File: src/rtl/b4sq_credit_pkg.sv
`default_nettype none
// +----------------------------------------------------------------------+
// | b4sq_credit_pkg: shared TLP/FSM encodings and credit helper          |
// | Revision: 1.0                                                        |
// +----------------------------------------------------------------------+
package b4sq_credit_pkg;

  typedef enum logic [1:0] {
    TLP_POSTED    = 2'd0,
    TLP_NONPOSTED = 2'd1,
    TLP_CPL       = 2'd2,
    TLP_RSVD      = 2'd3
  } tlp_type_e;

  typedef enum logic [1:0] {
    ST_IDLE = 2'd0,
    ST_HDR  = 2'd1,
    ST_DATA = 2'd2
  } rx_state_e;

  localparam int MAX_DATA_CREDITS = 256;

  // A Length of 0 with payload means 1024 DW, i.e. the full 256 credits.
  function automatic logic [8:0] dw_to_credits(input logic [9:0] len, input logic has_data);
    if (!has_data)
      return 9'd0;
    if (len == 10'd0)
      return 9'(MAX_DATA_CREDITS);
    return 9'((11'(len) + 11'd3) >> 2);
  endfunction

endpackage
`default_nettype wire

File: src/rtl/b4sq_rx_credit_return.sv
`default_nettype none
// +----------------------------------------------------------------------+
// | b4sq_rx_credit_return: turns consumed-TLP events into PCIe core      |
// | processed-credit pulses, skipping categories advertised as infinite. |
// | Revision: 1.0                                                        |
// +----------------------------------------------------------------------+
module b4sq_rx_credit_return
  import b4sq_credit_pkg::*;
#(
  parameter int MAX_BATCH = 255
) (
  input  logic        i_clk,
  input  logic        i_rst,
  input  logic        i_fc_ph_infinite,
  input  logic        i_fc_pd_infinite,
  input  logic        i_fc_nph_infinite,
  input  logic        i_fc_npd_infinite,
  input  logic        i_tlp_valid,
  output logic        o_tlp_ready,
  input  logic [1:0]  i_tlp_type,
  input  logic        i_tlp_has_data,
  input  logic [9:0]  i_tlp_len_dw,
  output logic        o_ph_processed,
  output logic        o_pd_processed,
  output logic        o_nph_processed,
  output logic        o_npd_processed,
  output logic [7:0]  o_pd_num,
  output logic [7:0]  o_npd_num,
  output logic [15:0] o_ret_count
);

  localparam logic [8:0] c_batch = 9'(MAX_BATCH);

  rx_state_e   r_state;
  rx_state_e   w_next;
  logic [1:0]  r_type;
  logic        r_data_fin;
  logic [8:0]  r_rem;
  logic [15:0] r_ret_count;

  logic       w_xfer;
  logic       w_hdr_fin;
  logic       w_data_fin;
  logic [8:0] w_dc;
  logic [8:0] w_num;
  logic [8:0] w_rem_next;
  logic       w_posted;

  assign w_xfer     = i_tlp_valid && o_tlp_ready;
  assign w_dc       = dw_to_credits(i_tlp_len_dw, i_tlp_has_data);
  assign w_posted   = (r_type == TLP_POSTED);
  assign w_num      = (r_rem > c_batch) ? c_batch : r_rem;
  assign w_rem_next = r_rem - w_num;

  // Completions and reserved types resolve as "infinite" so they never leave IDLE.
  always_comb begin
    w_hdr_fin  = 1'b0;
    w_data_fin = 1'b0;
    if (i_tlp_type == TLP_POSTED) begin
      w_hdr_fin  = !i_fc_ph_infinite;
      w_data_fin = !i_fc_pd_infinite;
    end else if (i_tlp_type == TLP_NONPOSTED) begin
      w_hdr_fin  = !i_fc_nph_infinite;
      w_data_fin = !i_fc_npd_infinite;
    end
  end

  always_ff @(posedge i_clk) begin
    if (i_rst)
      r_state <= ST_IDLE;
    else
      r_state <= w_next;
  end

  always_comb begin
    w_next          = r_state;
    o_tlp_ready     = 1'b0;
    o_ph_processed  = 1'b0;
    o_pd_processed  = 1'b0;
    o_nph_processed = 1'b0;
    o_npd_processed = 1'b0;
    o_pd_num        = 8'd0;
    o_npd_num       = 8'd0;
    case (r_state)
      ST_IDLE: begin
        o_tlp_ready = 1'b1;
        if (w_xfer) begin
          if (w_hdr_fin)
            w_next = ST_HDR;
          else if (w_data_fin && (w_dc != 9'd0))
            w_next = ST_DATA;
        end
      end
      ST_HDR: begin
        o_ph_processed  = w_posted;
        o_nph_processed = !w_posted;
        w_next = (r_data_fin && (r_rem != 9'd0)) ? ST_DATA : ST_IDLE;
      end
      ST_DATA: begin
        o_pd_processed  = w_posted;
        o_npd_processed = !w_posted;
        o_pd_num        = w_posted ? w_num[7:0] : 8'd0;
        o_npd_num       = w_posted ? 8'd0 : w_num[7:0];
        w_next = (w_rem_next == 9'd0) ? ST_IDLE : ST_DATA;
      end
      default: w_next = ST_IDLE;
    endcase
    // Reset silences the outputs in the very cycle it is asserted.
    if (i_rst) begin
      o_tlp_ready     = 1'b0;
      o_ph_processed  = 1'b0;
      o_pd_processed  = 1'b0;
      o_nph_processed = 1'b0;
      o_npd_processed = 1'b0;
      o_pd_num        = 8'd0;
      o_npd_num       = 8'd0;
    end
  end

  always_ff @(posedge i_clk) begin
    if (i_rst) begin
      r_type      <= 2'd0;
      r_data_fin  <= 1'b0;
      r_rem       <= 9'd0;
      r_ret_count <= 16'd0;
    end else begin
      case (r_state)
        ST_IDLE: begin
          if (w_xfer) begin
            r_type     <= i_tlp_type;
            r_data_fin <= w_data_fin;
            r_rem      <= w_dc;
          end
        end
        ST_HDR:  r_ret_count <= r_ret_count + 16'd1;
        ST_DATA: begin
          r_ret_count <= r_ret_count + 16'(w_num);
          r_rem       <= w_rem_next;
        end
        default: r_rem <= 9'd0;
      endcase
    end
  end

  assign o_ret_count = r_ret_count;

endmodule
`default_nettype wire
File: config.mk
export PLATFORM = sky130hd
export DESIGN_NAME = b4sq_rx_credit_return
export DESIGN_NICKNAME = d
export VERILOG_FILES = /design/src/rtl/b4sq_credit_pkg.sv /design/src/rtl/b4sq_rx_credit_return.sv
export SDC_FILE = /design/constraint.sdc
export NUM_CORES = 1
export LEC_CHECK = 0
export BUFFER_PORTS_ARGS = -buffer_cell sky130_fd_sc_hd__buf_4
export CAP_MARGIN = 20
export CORE_ASPECT_RATIO = 0.9
export CORE_MARGIN = 3
export CORE_UTILIZATION = 40
export CTS_CLUSTER_SIZE = 30
export DETAILED_ROUTE_END_ITERATION = 12
export PLACE_DENSITY = 0.73
export SYNTH_ARGS = -nofsm -noshare
export SYNTH_HDL_FRONTEND = slang
export SYNTH_SLANG_ARGS = --single-unit
File: constraint.sdc
create_clock -name i_clk -period 3.9 [get_ports i_clk]
set_input_delay 0.39 -clock i_clk [delete_from_list [all_inputs] [get_ports i_clk]]
set_output_delay 0.39 -clock i_clk [all_outputs]
set_load 0.01 [all_outputs]
==> results of run 1 <==
registers in the layout (all words and copies together), names as in the netlist:
signal       count
r_rem            9
r_data_fin       1
o_ret_count     16
r_type           2
r_state          2
power groups by stage:
stage | combinational, mW | clock, mW | sequential [mW]
finish | 0.760 | 0.261 | 0.483
global route | 0.857 | 0.282 | 0.498
CTS | 0.757 | 0.267 | 0.481
detailed placement | 0.751 | 0 | 0.488
global placement | 0.740 | 0 | 0.489
floorplan | 0.565 | 0 | 0.447
worst max-delay path, stage by stage, from the launching register on:
cell	delay (ns)
sky130_fd_sc_hd__dfxtp_1	0.34
sky130_fd_sc_hd__inv_1	0.09
sky130_fd_sc_hd__ha_1	0.50
sky130_fd_sc_hd__o21ai_0	0.30
sky130_fd_sc_hd__fa_1	0.49
sky130_fd_sc_hd__nor2b_1	0.17
sky130_fd_sc_hd__o31a_1	0.23
sky130_fd_sc_hd__o211ai_1	0.15
sky130_fd_sc_hd__a2111oi_0	0.44
sky130_fd_sc_hd__a311o_1	0.16
cells by family after synthesis:
| logic type | count (synthesis) |
|---|---|
| buf+inv | 27 |
| simple gates | 133 |
| compound gates | 80 |
| xor+xnor | 19 |
| fa+ha+maj | 15 |
| other cells | 1 |
| flops | 30 |
| mux | 6 |
layout make-up:
class / count / area, µm² / share of cell area (%)
clock buffers: 7 / 86.3 / 3.07
clock inverters: 1 / 5.00 / 0.178
inverters: 14 / 52.6 / 1.87
multi-input cells: 254 / 1560 / 55.4
flip-flops and latches: 30 / 601 / 21.3
well taps: 67 / 83.8 / 2.98
repair buffers: 57 / 428 / 15.2
per-stage QoR:
stage	instances	setup WS [ns]	hold slack, ns	utilization, %
floorplan	311	1.24	0.437	-
global placement	422	1.08	0.458	50.9
detailed placement	422	1.02	0.465	50.9
CTS	430	0.992	0.385	52.6
global route	430	0.586	0.384	52.6
finish	430	0.980	0.390	52.6
metal layers:
layer  vias to the layer above  GRT usage, %  share of wire [%]
li1                       1207             -                  -
met1                      1051          25.2                 48
met2                        72          29.2                 45
met3                         8          3.61                5.8
met4                         0          5.85                1.4
met5                         -             0                  0
worst min-delay path by stage:
stage / start / endpoint / slack [ns] / cells after the start
2_1_floorplan: r_data_fin$_SDFFE_PP0P_ / r_data_fin$_SDFFE_PP0P_ / 0.44 / 2
3_3_place_gp: r_data_fin$_SDFFE_PP0P_ / r_data_fin$_SDFFE_PP0P_ / 0.46 / 2
3_5_place_dp: r_data_fin$_SDFFE_PP0P_ / r_data_fin$_SDFFE_PP0P_ / 0.47 / 2
4_1_cts: i_tlp_type[1] / r_type[1]$_SDFFE_PP0P_ / 0.39 / 3
5_1_grt: i_tlp_type[1] / r_type[1]$_SDFFE_PP0P_ / 0.38 / 3
6_report: i_tlp_type[1] / r_type[1]$_SDFFE_PP0P_ / 0.39 / 3
Yosys cell counts (3+ instances only):
master                      n  area share (%)
sky130_fd_sc_hd__or3_1      6             1.7
sky130_fd_sc_hd__nand2_1   24             4.0
sky130_fd_sc_hd__o21ai_0   18             4.0
sky130_fd_sc_hd__inv_1     13             2.2
sky130_fd_sc_hd__nor4_1     4             1.1
sky130_fd_sc_hd__nor2b_1   12             3.3
sky130_fd_sc_hd__xnor2_1   13             5.0
sky130_fd_sc_hd__a21oi_1   22             4.9
sky130_fd_sc_hd__nand4_1    4             1.1
sky130_fd_sc_hd__ha_1      14             7.7
sky130_fd_sc_hd__nor2_1    55             9.1
sky130_fd_sc_hd__nand3_1   17             3.8
sky130_fd_sc_hd__xor2_1     6             2.3
sky130_fd_sc_hd__o211ai_1   4             1.3
sky130_fd_sc_hd__o221ai_1   3             1.2
sky130_fd_sc_hd__buf_1      3            0.50
sky130_fd_sc_hd__a211oi_1   8             2.7
sky130_fd_sc_hd__o21ai_1    3            0.66
sky130_fd_sc_hd__nand2b_1   3            0.83
sky130_fd_sc_hd__dfxtp_1   30              27
sky130_fd_sc_hd__nor3_1     4            0.88
sky130_fd_sc_hd__clkbuf_1   9             1.5
sky130_fd_sc_hd__mux2i_1    4             1.8
==> impl_metrics.prom, run 1 <==
# TYPE chip_impl_metric gauge
chip_impl_info{name="outcome",value="finished, final reports clean"} 1
chip_impl_metric{name="yosys-mux-area-fraction",unit="%"} 2.77
chip_impl_info{name="endpoint",value="o_ret_count[8]$_SDFFE_PP0P_"} 1
chip_impl_metric{name="drt-pass1-iter-count",unit=""} 4
chip_impl_metric{name="place_congestion",unit=""} 0.873
chip_impl_metric{name="p_int",unit="µW"} 840
chip_impl_metric{name="start_util",unit="%"} 42.3
chip_impl_metric{name="synth-compound-area-share",unit="%"} 22.8
chip_impl_metric{name="maximum_number_of_pins_on_one_net_before_global_route_repair",unit=""} 31
chip_impl_metric{name="max_slew_margin",unit="%"} 49.0
chip_impl_metric{name="core_region_area",unit="µm²"} 5350
chip_impl_metric{name="ant_diodes",unit=""} 0
chip_impl_metric{name="finalWorstPathRequiredPeriod",unit="ns"} 2.92
chip_impl_metric{name="clock-skew-final",unit="ns"} 0.00739
chip_impl_metric{name="leakagePower",unit="nW"} 1.15
chip_impl_metric{name="ant_nets",unit=""} 0
chip_impl_metric{name="via_per_inst",unit=""} 5.44
chip_impl_metric{name="detail_route.wl_per_cell",unit="µm"} 13.6
chip_impl_metric{name="reg2reg_slack",unit="ns"} 0.98
chip_impl_metric{name="synth_sequential_area_ratio",unit="%"} 26.5
chip_impl_info{name="final_common_cell",value="sky130_fd_sc_hd__buf_4"} 1
chip_impl_metric{name="timing.max_cap.violations",unit=""} 0
chip_impl_metric{name="grt_first_pass_wirelength",unit="µm"} 10100
chip_impl_metric{name="grt_antenna_before_repair",unit=""} 0
chip_impl_metric{name="synth_seq_cells",unit=""} 30
chip_impl_metric{name="reg2reg_depth",unit=""} 9
chip_impl_metric{name="worst_skew_pair.late_latency",unit="ns"} 0.28
chip_impl_metric{name="p_clk_share",unit="%"} 17.3
chip_impl_metric{name="cts_hold_repair.buffers",unit=""} 0
chip_impl_metric{name="fp.dieH",unit="µm"} 77.3
chip_impl_metric{name="fillers",unit=""} 550
chip_impl_metric{name="drt-total-wl",unit="µm"} 5830
chip_impl_metric{name="design.portCount",unit=""} 57
chip_impl_metric{name="critical_path_arrival",unit="ns"} 3.15
chip_impl_metric{name="worst_ir_drop_vdd",unit="V"} 0.000263
chip_impl_metric{name="place_area",unit="µm²"} 2720
chip_impl_metric{name="synthCells",unit=""} 311
chip_impl_metric{name="max-clock-path-buffers",unit=""} 2
chip_impl_metric{name="num_vias",unit=""} 2338
chip_impl_metric{name="dr.first_iter.drc_count",unit=""} 181
chip_impl_metric{name="synth.cell_area",unit="µm²"} 2260
chip_impl_metric{name="portion_of_the_clock_cycle_consumed_by_the_worst_path_in_the_final_layout",unit="%"} 74.9
chip_impl_info{name="worstSetupStartpoint",value="r_state[0]$_SDFFE_PP0P_"} 1
chip_impl_metric{name="postSynth.asyncResetShare",unit="%"} 0
chip_impl_info{name="final_cell_mix",value="57 x sky130_fd_sc_hd__buf_4, 55 x sky130_fd_sc_hd__nor2_1, 30 x sky130_fd_sc_hd__dfxtp_1"} 1
chip_impl_info{name="grt_setup_unrepaired",value="false"} 1
chip_impl_metric{name="dp.final_hpwl",unit="µm"} 4310
chip_impl_metric{name="post_cts_buffers",unit=""} 0
chip_impl_metric{name="tightest_slew",unit="ns"} 0.760
chip_impl_info{name="worst_setup_path_start_kind",value="register"} 1
chip_impl_metric{name="cts.clk_slew.worst_paths",unit="ns"} 0.07
chip_impl_metric{name="clkSinkCount",unit=""} 30
chip_impl_metric{name="power_frac_comb",unit="%"} 50.5
chip_impl_metric{name="layout-drive-gt1-share",unit="%"} 19.0
chip_impl_metric{name="p_seq_share",unit="%"} 32.1
chip_impl_metric{name="switching_share",unit="%"} 44.2
chip_impl_info{name="yosys_most_used_dff",value="sky130_fd_sc_hd__dfxtp_1"} 1
chip_impl_metric{name="totalPowerFinal",unit="mW"} 1.50
chip_impl_metric{name="htree_num_levels",unit=""} 2
chip_impl_metric{name="syn_avg_cell_area",unit="µm²"} 7.27
chip_impl_metric{name="setup_violations",unit=""} 0
chip_impl_info{name="tritoncts",value="done"} 1
chip_impl_metric{name="design.die.area",unit="µm²"} 6600
chip_impl_metric{name="synth_xor_area_share",unit="%"} 7.36
chip_impl_metric{name="global_route.usage.total",unit="%"} 18.5
chip_impl_info{name="critical_path_class",value="reg -> reg"} 1
chip_impl_metric{name="number_of_enable_type_register_cells_in_the_synthesized_netlist",unit=""} 0
chip_impl_metric{name="chipWidth",unit="µm"} 85.3
chip_impl_metric{name="distinct_cell_type_count_after_synthesis",unit=""} 49
chip_impl_metric{name="timing_hold_violations_final",unit=""} 0
chip_impl_metric{name="synth-adder-area-share",unit="%"} 8.63
chip_impl_metric{name="count_of_instances_resized_after_the_clock_tree_is_built",unit=""} 0
chip_impl_metric{name="power.net_switching",unit="µW"} 664
chip_impl_metric{name="count_of_buffers_inserted_at_the_top_level_ports",unit=""} 56
chip_impl_metric{name="synth_warnings",unit=""} 0
chip_impl_metric{name="worstPathRequired",unit="ns"} 4.13
chip_impl_info{name="regToRegStartpoint",value="r_state[0]$_SDFFE_PP0P_"} 1
chip_impl_metric{name="drcViolationCount",unit=""} 0
chip_impl_metric{name="syn2layout_area_growth",unit="%"} 24.4
chip_impl_info{name="type_of_the_tightest_min_delay_check",value="in -> reg"} 1
chip_impl_metric{name="peak_clock_frequency_supported_by_timing",unit="MHz"} 343
chip_impl_metric{name="number_of_buffers_added_by_the_clock_tree_synthesis_step",unit=""} 5
chip_impl_metric{name="final_cell_area",unit="µm²"} 2820
chip_impl_metric{name="timing.setup.tns",unit="ns"} 0
chip_impl_metric{name="power.density",unit="nW/µm²"} 534
chip_impl_info{name="clock_tree.root_cell",value="sky130_fd_sc_hd__clkbuf_8"} 1
chip_impl_metric{name="syn_nets",unit=""} 346
chip_impl_metric{name="first_global_vias",unit=""} 2254
chip_impl_info{name="synth_top_family_by_area",value="simple AND/OR/NAND/NOR gates"} 1
chip_impl_metric{name="globalRoute.totalOverflow",unit=""} 0
chip_impl_info{name="critical_path.reg2reg.endpoint",value="o_ret_count[8]$_SDFFE_PP0P_"} 1
chip_impl_metric{name="core.rowCount",unit=""} 25
chip_impl_metric{name="slew_violations",unit=""} 0
chip_impl_info{name="timing.critical_path.to_type",value="register"} 1
chip_impl_metric{name="synth_simple_gate_area_share",unit="%"} 27.2
chip_impl_metric{name="num-nets-final",unit=""} 397
chip_impl_metric{name="path_max_fanout",unit=""} 18
Power figures use the tool's default switching activity.
==> run 2, diff against run 1 <==
==> constraint.sdc (replaced) <==
create_clock -name i_clk -period 2.95 [get_ports i_clk]
set_input_delay 0.295 -clock i_clk [delete_from_list [all_inputs] [get_ports i_clk]]
set_output_delay 0.295 -clock i_clk [all_outputs]
set_load 0.01 [all_outputs]
==> run 2 against run 1 <==
Against the previous run:
- sequential cell count unchanged
- core utilization up 0.49 points
- combinational power up 37%
- maximum frequency up 11%
- clock skew up 0.0011 ns
- clock-buffer cell count down 1
- register-to-register slack worse by 0.67 ns
- critical endpoint unchanged
==> impl_metrics.prom, run 2 (same netlist as run 1, synthesis figures left out) <==
# TYPE chip_impl_metric gauge
chip_impl_info{name="outcome",value="finished, final reports clean"} 1
chip_impl_metric{name="num_vias",unit=""} 2382
chip_impl_info{name="worst_setup_path_start_kind",value="register"} 1
chip_impl_info{name="final_common_cell",value="sky130_fd_sc_hd__buf_4"} 1
chip_impl_metric{name="grt_first_pass_wirelength",unit="µm"} 10600
chip_impl_metric{name="worst_ir_drop_vdd",unit="V"} 0.000399
chip_impl_metric{name="gr-usage-met1",unit="%"} 26.9
chip_impl_metric{name="finalWorstSetupSlack",unit="ns"} 0.309
chip_impl_metric{name="place_congestion",unit=""} 0.888
chip_impl_metric{name="portion_of_the_clock_cycle_consumed_by_the_worst_path_in_the_final_layout",unit="%"} 89.5
chip_impl_metric{name="critical_path_arrival",unit="ns"} 2.87
chip_impl_metric{name="clkSinkCount",unit=""} 30
chip_impl_info{name="timing.critical_path.to_type",value="register"} 1
chip_impl_metric{name="globalRoute.totalOverflow",unit=""} 0
chip_impl_metric{name="count_of_instances_resized_after_the_clock_tree_is_built",unit=""} 0
chip_impl_metric{name="place_area",unit="µm²"} 2750
chip_impl_metric{name="setup_violations",unit=""} 0
chip_impl_metric{name="timing_hold_violations_final",unit=""} 0
chip_impl_metric{name="design.portCount",unit=""} 57
chip_impl_metric{name="drt-pass1-iter-count",unit=""} 4
chip_impl_metric{name="detail_route.wl_per_cell",unit="µm"} 14.2
chip_impl_metric{name="drt-total-wl",unit="µm"} 6150
chip_impl_metric{name="grt.met3_usage",unit="%"} 3.93
chip_impl_metric{name="chipWidth",unit="µm"} 85.3
chip_impl_metric{name="max-clock-path-buffers",unit=""} 2
chip_impl_metric{name="post_cts_buffers",unit=""} 0
chip_impl_metric{name="dp.cells",unit=""} 425
chip_impl_metric{name="largest_register_ff_count",unit=""} 16
chip_impl_metric{name="core.rowCount",unit=""} 25
chip_impl_info{name="critical_path.reg2reg.endpoint",value="o_ret_count[8]$_SDFFE_PP0P_"} 1
chip_impl_metric{name="count_of_buffers_inserted_at_the_top_level_ports",unit=""} 56
chip_impl_metric{name="tightest_slew",unit="ns"} 0.767
chip_impl_info{name="grt_most_used_layer",value="met2"} 1
chip_impl_metric{name="worstPathRequired",unit="ns"} 3.18
chip_impl_metric{name="cts.clk_slew.worst_paths",unit="ns"} 0.07
chip_impl_metric{name="number_of_buffers_added_by_the_clock_tree_synthesis_step",unit=""} 5
chip_impl_info{name="regToRegStartpoint",value="r_state[0]$_SDFFE_PP0P_"} 1
chip_impl_metric{name="clock-skew-final",unit="ns"} 0.00851
chip_impl_metric{name="final_cells",unit=""} 433
chip_impl_metric{name="grt_antenna_before_repair",unit=""} 0
chip_impl_info{name="type_of_the_tightest_min_delay_check",value="in -> reg"} 1
chip_impl_metric{name="design.die.area",unit="µm²"} 6600
chip_impl_metric{name="first_global_vias",unit=""} 2351
chip_impl_metric{name="slew_violations",unit=""} 0
chip_impl_metric{name="ant_diodes",unit=""} 0
chip_impl_metric{name="critical_path.n_buffers_inverters",unit=""} 2
chip_impl_metric{name="detailedPlace.worstSlack",unit="ns"} 0.338
chip_impl_metric{name="cts_hold_repair.buffers",unit=""} 0
chip_impl_metric{name="groute.layer.met2.usage",unit="%"} 30.5
chip_impl_metric{name="htree_num_levels",unit=""} 2
chip_impl_metric{name="timing.max_cap.violations",unit=""} 0
chip_impl_metric{name="num-nets-final",unit=""} 400
chip_impl_metric{name="power.density",unit="nW/µm²"} 710
chip_impl_metric{name="timing.setup.tns",unit="ns"} 0
chip_impl_metric{name="totalPowerFinal",unit="mW"} 2.02
chip_impl_info{name="final_cell_mix",value="60 x sky130_fd_sc_hd__buf_4, 55 x sky130_fd_sc_hd__nor2_1, 30 x sky130_fd_sc_hd__dfxtp_1"} 1
chip_impl_metric{name="layout-drive-gt1-share",unit="%"} 19.9
chip_impl_metric{name="reg2reg_depth",unit=""} 11
chip_impl_info{name="grt_setup_unrepaired",value="false"} 1
chip_impl_metric{name="ant_nets",unit=""} 0
chip_impl_metric{name="leakagePower",unit="nW"} 1.16
chip_impl_metric{name="syn2layout_area_growth",unit="%"} 25.6
chip_impl_metric{name="fp.dieH",unit="µm"} 77.3
chip_impl_info{name="timing.critical_path.max_delay_family",value="compound AO/OA/AOI/OAI gates"} 1
chip_impl_info{name="path_cells",value="inv_1, ha_1, nand2_1, ha_1, inv_1, fa_1, nor2b_1, o31a_1, o211ai_1, a2111oi_0, a311o_1"} 1
chip_impl_metric{name="drcViolationCount",unit=""} 0
chip_impl_info{name="start_point_of_the_worst_min_delay_path",value="i_tlp_type[1]"} 1
chip_impl_info{name="critical_path_class",value="reg -> reg"} 1
chip_impl_metric{name="global_route.usage.total",unit="%"} 19.4
chip_impl_metric{name="finalWorstPathRequiredPeriod",unit="ns"} 2.64
chip_impl_info{name="timing.critical_path.slowest_stage_cell",value="sky130_fd_sc_hd__fa_1"} 1
chip_impl_metric{name="worst_hold_path.num_cells",unit=""} 3
chip_impl_metric{name="core_region_area",unit="µm²"} 5350
chip_impl_metric{name="reg2reg_slack",unit="ns"} 0.31
chip_impl_metric{name="peak_clock_frequency_supported_by_timing",unit="MHz"} 379
chip_impl_info{name="clock_tree.root_cell",value="sky130_fd_sc_hd__clkbuf_8"} 1
chip_impl_metric{name="dp.final_hpwl",unit="µm"} 4650
chip_impl_metric{name="final_cell_area",unit="µm²"} 2840
chip_impl_metric{name="via_per_inst",unit=""} 5.50
chip_impl_metric{name="critical-path-max-stage-delay",unit="ns"} 0.41
chip_impl_metric{name="path_max_fanout",unit=""} 7
chip_impl_metric{name="max_slew_margin",unit="%"} 48.5
chip_impl_info{name="tritoncts",value="done"} 1
chip_impl_info{name="hold_critical_path_endpoint",value="r_type[1]$_SDFFE_PP0P_"} 1
chip_impl_metric{name="dr.first_iter.drc_count",unit=""} 148
chip_impl_metric{name="maximum_number_of_pins_on_one_net_before_global_route_repair",unit=""} 31
chip_impl_metric{name="worst_skew_pair.late_latency",unit="ns"} 0.28
chip_impl_metric{name="start_util",unit="%"} 42.3
## run 2: cell count changes in the layout (fill, tap and decap cells not counted), sizes merged
| cell | previous run | this run |
|---|---|---|
| buf | 57 | 60 |
| clkbuf | 7 | 6 |
| clkinvlp | 0 | 1 |
## run 2: worst max-delay path by stage
stage,startpoint,to,slack (ns),depth (start not counted)
6_report,r_state[0]$_SDFFE_PP0P_,o_ret_count[8]$_SDFFE_PP0P_,0.31,11
2_1_floorplan,r_state[0]$_SDFFE_PP0P_,o_ret_count[11]$_SDFFE_PP0P_,0.29,13
4_1_cts,r_state[0]$_SDFFE_PP0P_,o_ret_count[8]$_SDFFE_PP0P_,0.31,11
3_5_place_dp,r_state[0]$_SDFFE_PP0P_,o_ret_count[8]$_SDFFE_PP0P_,0.34,11
5_1_grt,r_state[0]$_SDFFE_PP0P_,o_ret_count[8]$_SDFFE_PP0P_,0.006,11
3_3_place_gp,r_state[0]$_SDFFE_PP0P_,o_ret_count[13]$_SDFFE_PP0P_,0.41,11
## run 2: worst min-delay path: stages
cell and delay (ns):
sky130_fd_sc_hd__buf_4 0.12, sky130_fd_sc_hd__nand3_1 0.06, sky130_fd_sc_hd__a21oi_1 0.05
## run 2: power breakdown
part           switching, mW  total [mW]  internal (mW)
Clock                  0.164       0.351          0.187
Sequential             0.128       0.623          0.495
Combinational          0.602        1.04          0.443
## run 2: per-stage QoR
stage / hold slack, ns / util (%)
finish: 0.281 / 53.1
global route: 0.299 / 53.1
CTS: 0.282 / 53.1
detailed placement: 0.469 / 51.3
global placement: 0.456 / 51.3
floorplan: 0.437 / -
## run 2: cell type report
cell class / count / area, µm²
clock buffers: 6 / 82.6
clock inverters: 2 / 12.5
fillers: 542 / 2510
inverters: 14 / 52.6
multi-input cells: 254 / 1560
flip-flops and latches: 30 / 601
well taps: 67 / 83.8
repair buffers: 60 / 450
## run 2: layer usage
metal  vias up  share of wire [%]
met3        13                7.5
met5         -                  0
met2        80                 45
li1       1208                  -
met4         0                1.5
met1      1081                 46
